$ cat src/rtl/core_pkg.sv
// Shared definitions for the core: FSM states, branch condition codes,
// default widths and the branch-target table used by branch_lut.
package core_pkg;

    typedef enum logic [1:0] {
        IDLE = 2'd0,
        RUN  = 2'd1,
        DONE = 2'd2
    } state_t;

    localparam logic [1:0] COND_ALW = 2'b00;
    localparam logic [1:0] COND_Z   = 2'b01;
    localparam logic [1:0] COND_LT  = 2'b10;
    localparam logic [1:0] COND_NZ  = 2'b11;

    localparam int PC_W_DEF    = 10;
    localparam int IDX_W_DEF   = 5;
    localparam int TABLE_DEPTH = 2 ** IDX_W_DEF;
    localparam int TABLE_W     = 16;

    typedef logic [TABLE_DEPTH-1:0][TABLE_W-1:0] table_t;

    // Default table places target k at 32*k; the assembler may regenerate this.
    function automatic table_t build_table();
        table_t t;
        for (int k = 0; k < TABLE_DEPTH; k++) begin
            t[k] = TABLE_W'(32 * k);
        end
        return t;
    endfunction

    localparam table_t BRANCH_TABLE = build_table();

endpackage

$ cat src/rtl/branch_lut.sv
// Combinational branch-target ROM: maps a target index to an absolute PC
// using the shared package table.
module branch_lut
    import core_pkg::*;
#(
    parameter int IDX_W = IDX_W_DEF,
    parameter int PC_W  = PC_W_DEF
) (
    input  logic [IDX_W-1:0] idx,
    output logic [PC_W-1:0]  target
);

    // NOTE: default assignment first so no path through this block infers a latch.
    always_comb begin
        target = '0;
        for (int k = 0; k < TABLE_DEPTH; k++) begin
            if (k < 2 ** IDX_W && idx == IDX_W'(k)) begin
                target = PC_W'(BRANCH_TABLE[k]);
            end
        end
    end

endmodule

$ cat src/rtl/pc_branch_ctrl.sv
// Program counter, ALU flag register and Start/Done program FSM; conditional
// branches resolve on the registered flags through the branch-target LUT.
module pc_branch_ctrl
    import core_pkg::*;
#(
    parameter int              PC_W     = PC_W_DEF,
    parameter int              IDX_W    = IDX_W_DEF,
    parameter logic [PC_W-1:0] START_PC = '0
) (
    input  logic             Clk,
    input  logic             Reset,
    input  logic             Start,
    input  logic             Zero_in,
    input  logic             LT_in,
    input  logic             FlagWe,
    input  logic             Branch,
    input  logic [1:0]       Cond,
    input  logic [IDX_W-1:0] TargetIdx,
    input  logic             Halt,
    output logic [PC_W-1:0]  PC,
    output logic             Zero_q,
    output logic             LT_q,
    output logic             Running,
    output logic             Done
);

    state_t          state;
    logic [PC_W-1:0] lut_target;
    logic            cond_true;
    logic [PC_W-1:0] next_pc;

    branch_lut #(
        .IDX_W (IDX_W),
        .PC_W  (PC_W)
    ) u_lut (
        .idx    (TargetIdx),
        .target (lut_target)
    );

    // Conditions look only at the latched flags, so a same-cycle FlagWe sees old values.
    always_comb begin
        case (Cond)
            COND_ALW: cond_true = 1'b1;
            COND_Z:   cond_true = Zero_q;
            COND_LT:  cond_true = LT_q;
            default:  cond_true = !Zero_q;
        endcase
    end

    assign next_pc = (Branch && cond_true) ? lut_target : PC + PC_W'(1);

    // NOTE: all state updates use non-blocking assignments so every register samples pre-edge values.
    always_ff @(posedge Clk or posedge Reset) begin
        if (Reset) begin
            state   <= IDLE;
            PC      <= START_PC;
            Zero_q  <= 1'b0;
            LT_q    <= 1'b0;
            Running <= 1'b0;
            Done    <= 1'b0;
        end else begin
            case (state)
                IDLE: begin
                    if (Start) begin
                        state   <= RUN;
                        PC      <= START_PC;
                        Running <= 1'b1;
                    end
                end
                RUN: begin
                    if (FlagWe) begin
                        Zero_q <= Zero_in;
                        LT_q   <= LT_in;
                    end
                    if (Halt) begin
                        state   <= DONE;
                        Running <= 1'b0;
                        Done    <= 1'b1;
                    end else begin
                        PC <= next_pc;
                    end
                end
                DONE: begin
                    if (Start) begin
                        state   <= RUN;
                        PC      <= START_PC;
                        Zero_q  <= 1'b0;
                        LT_q    <= 1'b0;
                        Running <= 1'b1;
                        Done    <= 1'b0;
                    end
                end
                default: begin
                    state   <= IDLE;
                    Running <= 1'b0;
                    Done    <= 1'b0;
                end
            endcase
        end
    end

endmodule
$ cat config.mk
export PLATFORM = sky130hd
export DESIGN_NAME = pc_branch_ctrl
export DESIGN_NICKNAME = d
export VERILOG_FILES = /design/src/rtl/core_pkg.sv /design/src/rtl/branch_lut.sv /design/src/rtl/pc_branch_ctrl.sv
export SDC_FILE = /design/constraint.sdc
export NUM_CORES = 1
export LEC_CHECK = 0
export ABC_CLOCK_PERIOD_IN_PS = 3100
export CAP_MARGIN = 20
export CORE_UTILIZATION = 45
export DETAILED_ROUTE_END_ITERATION = 10
export GPL_TIMING_DRIVEN = 1
export PLACE_DENSITY = 0.86
export RECOVER_POWER = 25
export SYNTH_ARGS = -nofsm -noshare
export SYNTH_HDL_FRONTEND = slang
export SYNTH_SLANG_ARGS = --single-unit
$ cat constraint.sdc
create_clock -name Clk -period 3.1 [get_ports Clk]
set_input_delay 0.62 -clock Clk [delete_from_list [all_inputs] [get_ports Clk]]
set_output_delay 0.62 -clock Clk [all_outputs]
set_load 0.01 [all_outputs]
==> run metrics <==
DRC=0; largest family of logic cells by synthesized area=simple AND/OR/NAND/NOR gates; critical path endpoint category=flop; Tcrit/Tclk final=64.77%; via count=between 800 and 900; Port Buf Inserts=28; crit path cell chain=clkdlybuf4s50_1 -> xnor2_1 -> a211oi_4 -> buf_4 -> nor2b_1 -> o211ai_1 -> nand2_1; CTS sink cnt=16; crit start category=input port; crit path max fanout=9; clk_lat worst skew=290 ps; initial antenna violation count=0; diodes inserted=0; post-synthesis mux area share=1.078%; Setup Viol. Count Final=0; CTS clk-pin slew, worst paths=90 ps; FP Rows=16; clk root buf=clkbuf_4; DR WL/cell=13.30 um; H-Tree Depth=1; critical path's largest stage delay=440 ps; fmax=0.4980 GHz; hold buffers post-CTS=0; Pleak=0.5039 nW; DP HPWL=1628 um; post-CTS setup buffer count=0; worst vdd ir=0.0003321 V; Fillers=roughly 190; Critical-path top delay cell=a211oi_4; r2r startpoint=state[0]$_DFFE_PP0P_; Synth top cells by count=dfrtp_1, nand2_1, a21oi_1; post-synth top area cell=dfrtp_1; Worst setup startpoint=Cond[1]; synthesized cell area=just over 900 um2; Syn Inst Count=106; clock tree buffer depth=2; Total GRT Usage=~21%; Crit path max-delay family=buffers and inverters; Detailed Route WL=2155 um; max-capacitance violation count=0; largest cells by area after synthesis=dfrtp_1, a21oi_1, nand2_1; Reg area=approximately 400 um2; Worst Hold Class=reg -> reg; Post-Synth Simple-Gate Area=25.34%; global route total overflow=0; Avg Cell Area, Syn=between 8 and 9 um2; initial core utilization=47.81%; post-synthesis adder-cell area fraction=1.348%; Die Span X=47.42 um; Final Max Slew Viols=0; Final Power=677.7 uW; CTS tree=yes; hold path start=PC[8]$_DFFE_PP0P_; Main synth FF type=dfrtp_1; Die Ht=47.42 um; top cell type's share of synthesized area=43.13%; Post-CTS Resized=0; Core Footprint=1942 um2; status=finished, final reports clean; share of cells above drive strength 1=under 10%; first-pass GRT wire length=3187 um; number of iterations in the first detailed-routing pass=3; ANT nets after route=0; vias per cell=5.494; Min Clock Period, post-route=2008 ps; Worst Path Required=3280 ps; Final nets=153; Hold Vio Cnt, Final=0; area of the multi-input gates=~480 um2; worst slew pin tran=618.9 ps; Compound-Gate Fraction of Synth Area=23.18%; Top Ports=29; Post-synth ARST share=100.0%; register area share after synthesis=43.13%; xor-xnor portion of the synthesized cell area=less than 1%; Post-synth EDFFs=0; largest net degree at the start of global routing=17; RSZ-0062 raised after global routing=false; post-synth cell types=33; Die ar.=2249 um2; Syn-to-layout area delta=34.91%; Synth Warn #=0; critical path class=in -> reg; CP arrival=about 2200 ps; Power Dens Cells=541.1 nW/um2; TritonCTS buffer count=3; Net Count, Synth=approximately 120; Slew headroom=58.70%; routability cong.=0.8629; skew final=slightly below 4 ps; vias in the first global route=753; CP bufs+invs=2; DRT iter0 DRCs=18; register bit count reported by yosys=16; Fin Setup TNS=0 ps; top-count cell post-synth=dfrtp_1
power by group:
group          switching, mW  internal, mW  total, mW
logic                  0.124         0.140      0.263
clock network         0.0630        0.0452      0.108
registers             0.0556         0.250      0.306
kinds of logic after synthesis:
family | after synthesis
multiplexers | 1
buffers and inverters | 10
AND/OR/NAND/NOR | 44
flip-flops | 16
XOR/XNOR | 1
adder cells (fa/ha/maj) | 1
AO/OA/AOI/OAI | 33
sequential cells by signal, summed over array words and instances, names as in the netlist:
signal,count
Running,1
LT_q,1
PC,10
Done,1
Zero_q,1
state,2
metrics by stage:
stage	utilization [%]	setup slack (ps)	hold WS, ps	cell area (um2)	instances
2_1_floorplan	-	1438	533.7	928.4	106
3_3_place_gp	63.34	862.5	514.9	1230	159
3_5_place_dp	63.34	803.4	523.1	1230	159
4_1_cts	64.50	1090	534.3	1252	162
5_1_grt	64.50	1019	573.9	1252	162
6_report	64.50	1092	537.0	1252	162
worst reg2reg max path: cells and delay by family (launching register included):
family                 cells  cell delay (ps)
DFF                        1              560
AOI/OAI and AO/OA          1               80
and+or+nand+nor            3              890
buffers and inverters      1              110
layer usage:
layer	track usage, %	wire (um)
met1	25.36	980
met2	36.16	1031
met3	3.396	120
met4	6.857	23
met5	0	0
layout by cell type, fill, tap and decap left out, types with 2 or more instances in the layout:
master and count:
o21ai_1 4, nand3_1 6, a22o_1 2, clkdlybuf4s50_1 27, nand2b_1 3, inv_1 6
dfrtp_1 16, o22ai_1 3, o211ai_1 2, clkbuf_4 3, nor3_1 3, o2bb2ai_1 2
nor4_1 2, o21ai_0 5, a21oi_1 12, nor2_1 7, nor2b_1 2, nand2_1 13
final cells by class:
type                       count  area share (%)
multi-input combinational     80           38.46
tap                           27           2.697
timing repair buffer          29           22.98
clock buffer                   3           1.798
inverter                       7           2.098
sequential                    16           31.97
final timing paths:
path	to	slack, ps	depth (start not counted)
worst max-delay path	PC[3]$_DFFE_PP0P_	1090	7
worst min-delay path	PC[8]$_DFFE_PP0P_	540	1
worst max register to register	PC[9]$_DFFE_PP0P_	1380	5
worst min register to register	PC[8]$_DFFE_PP0P_	540	1
max in group asynchronous	state[0]$_DFFE_PP0P_	1860	2
min in group asynchronous	PC[5]$_DFFE_PP0P_	830	2
No activity file was read; power rests on OpenSTA's default activity.
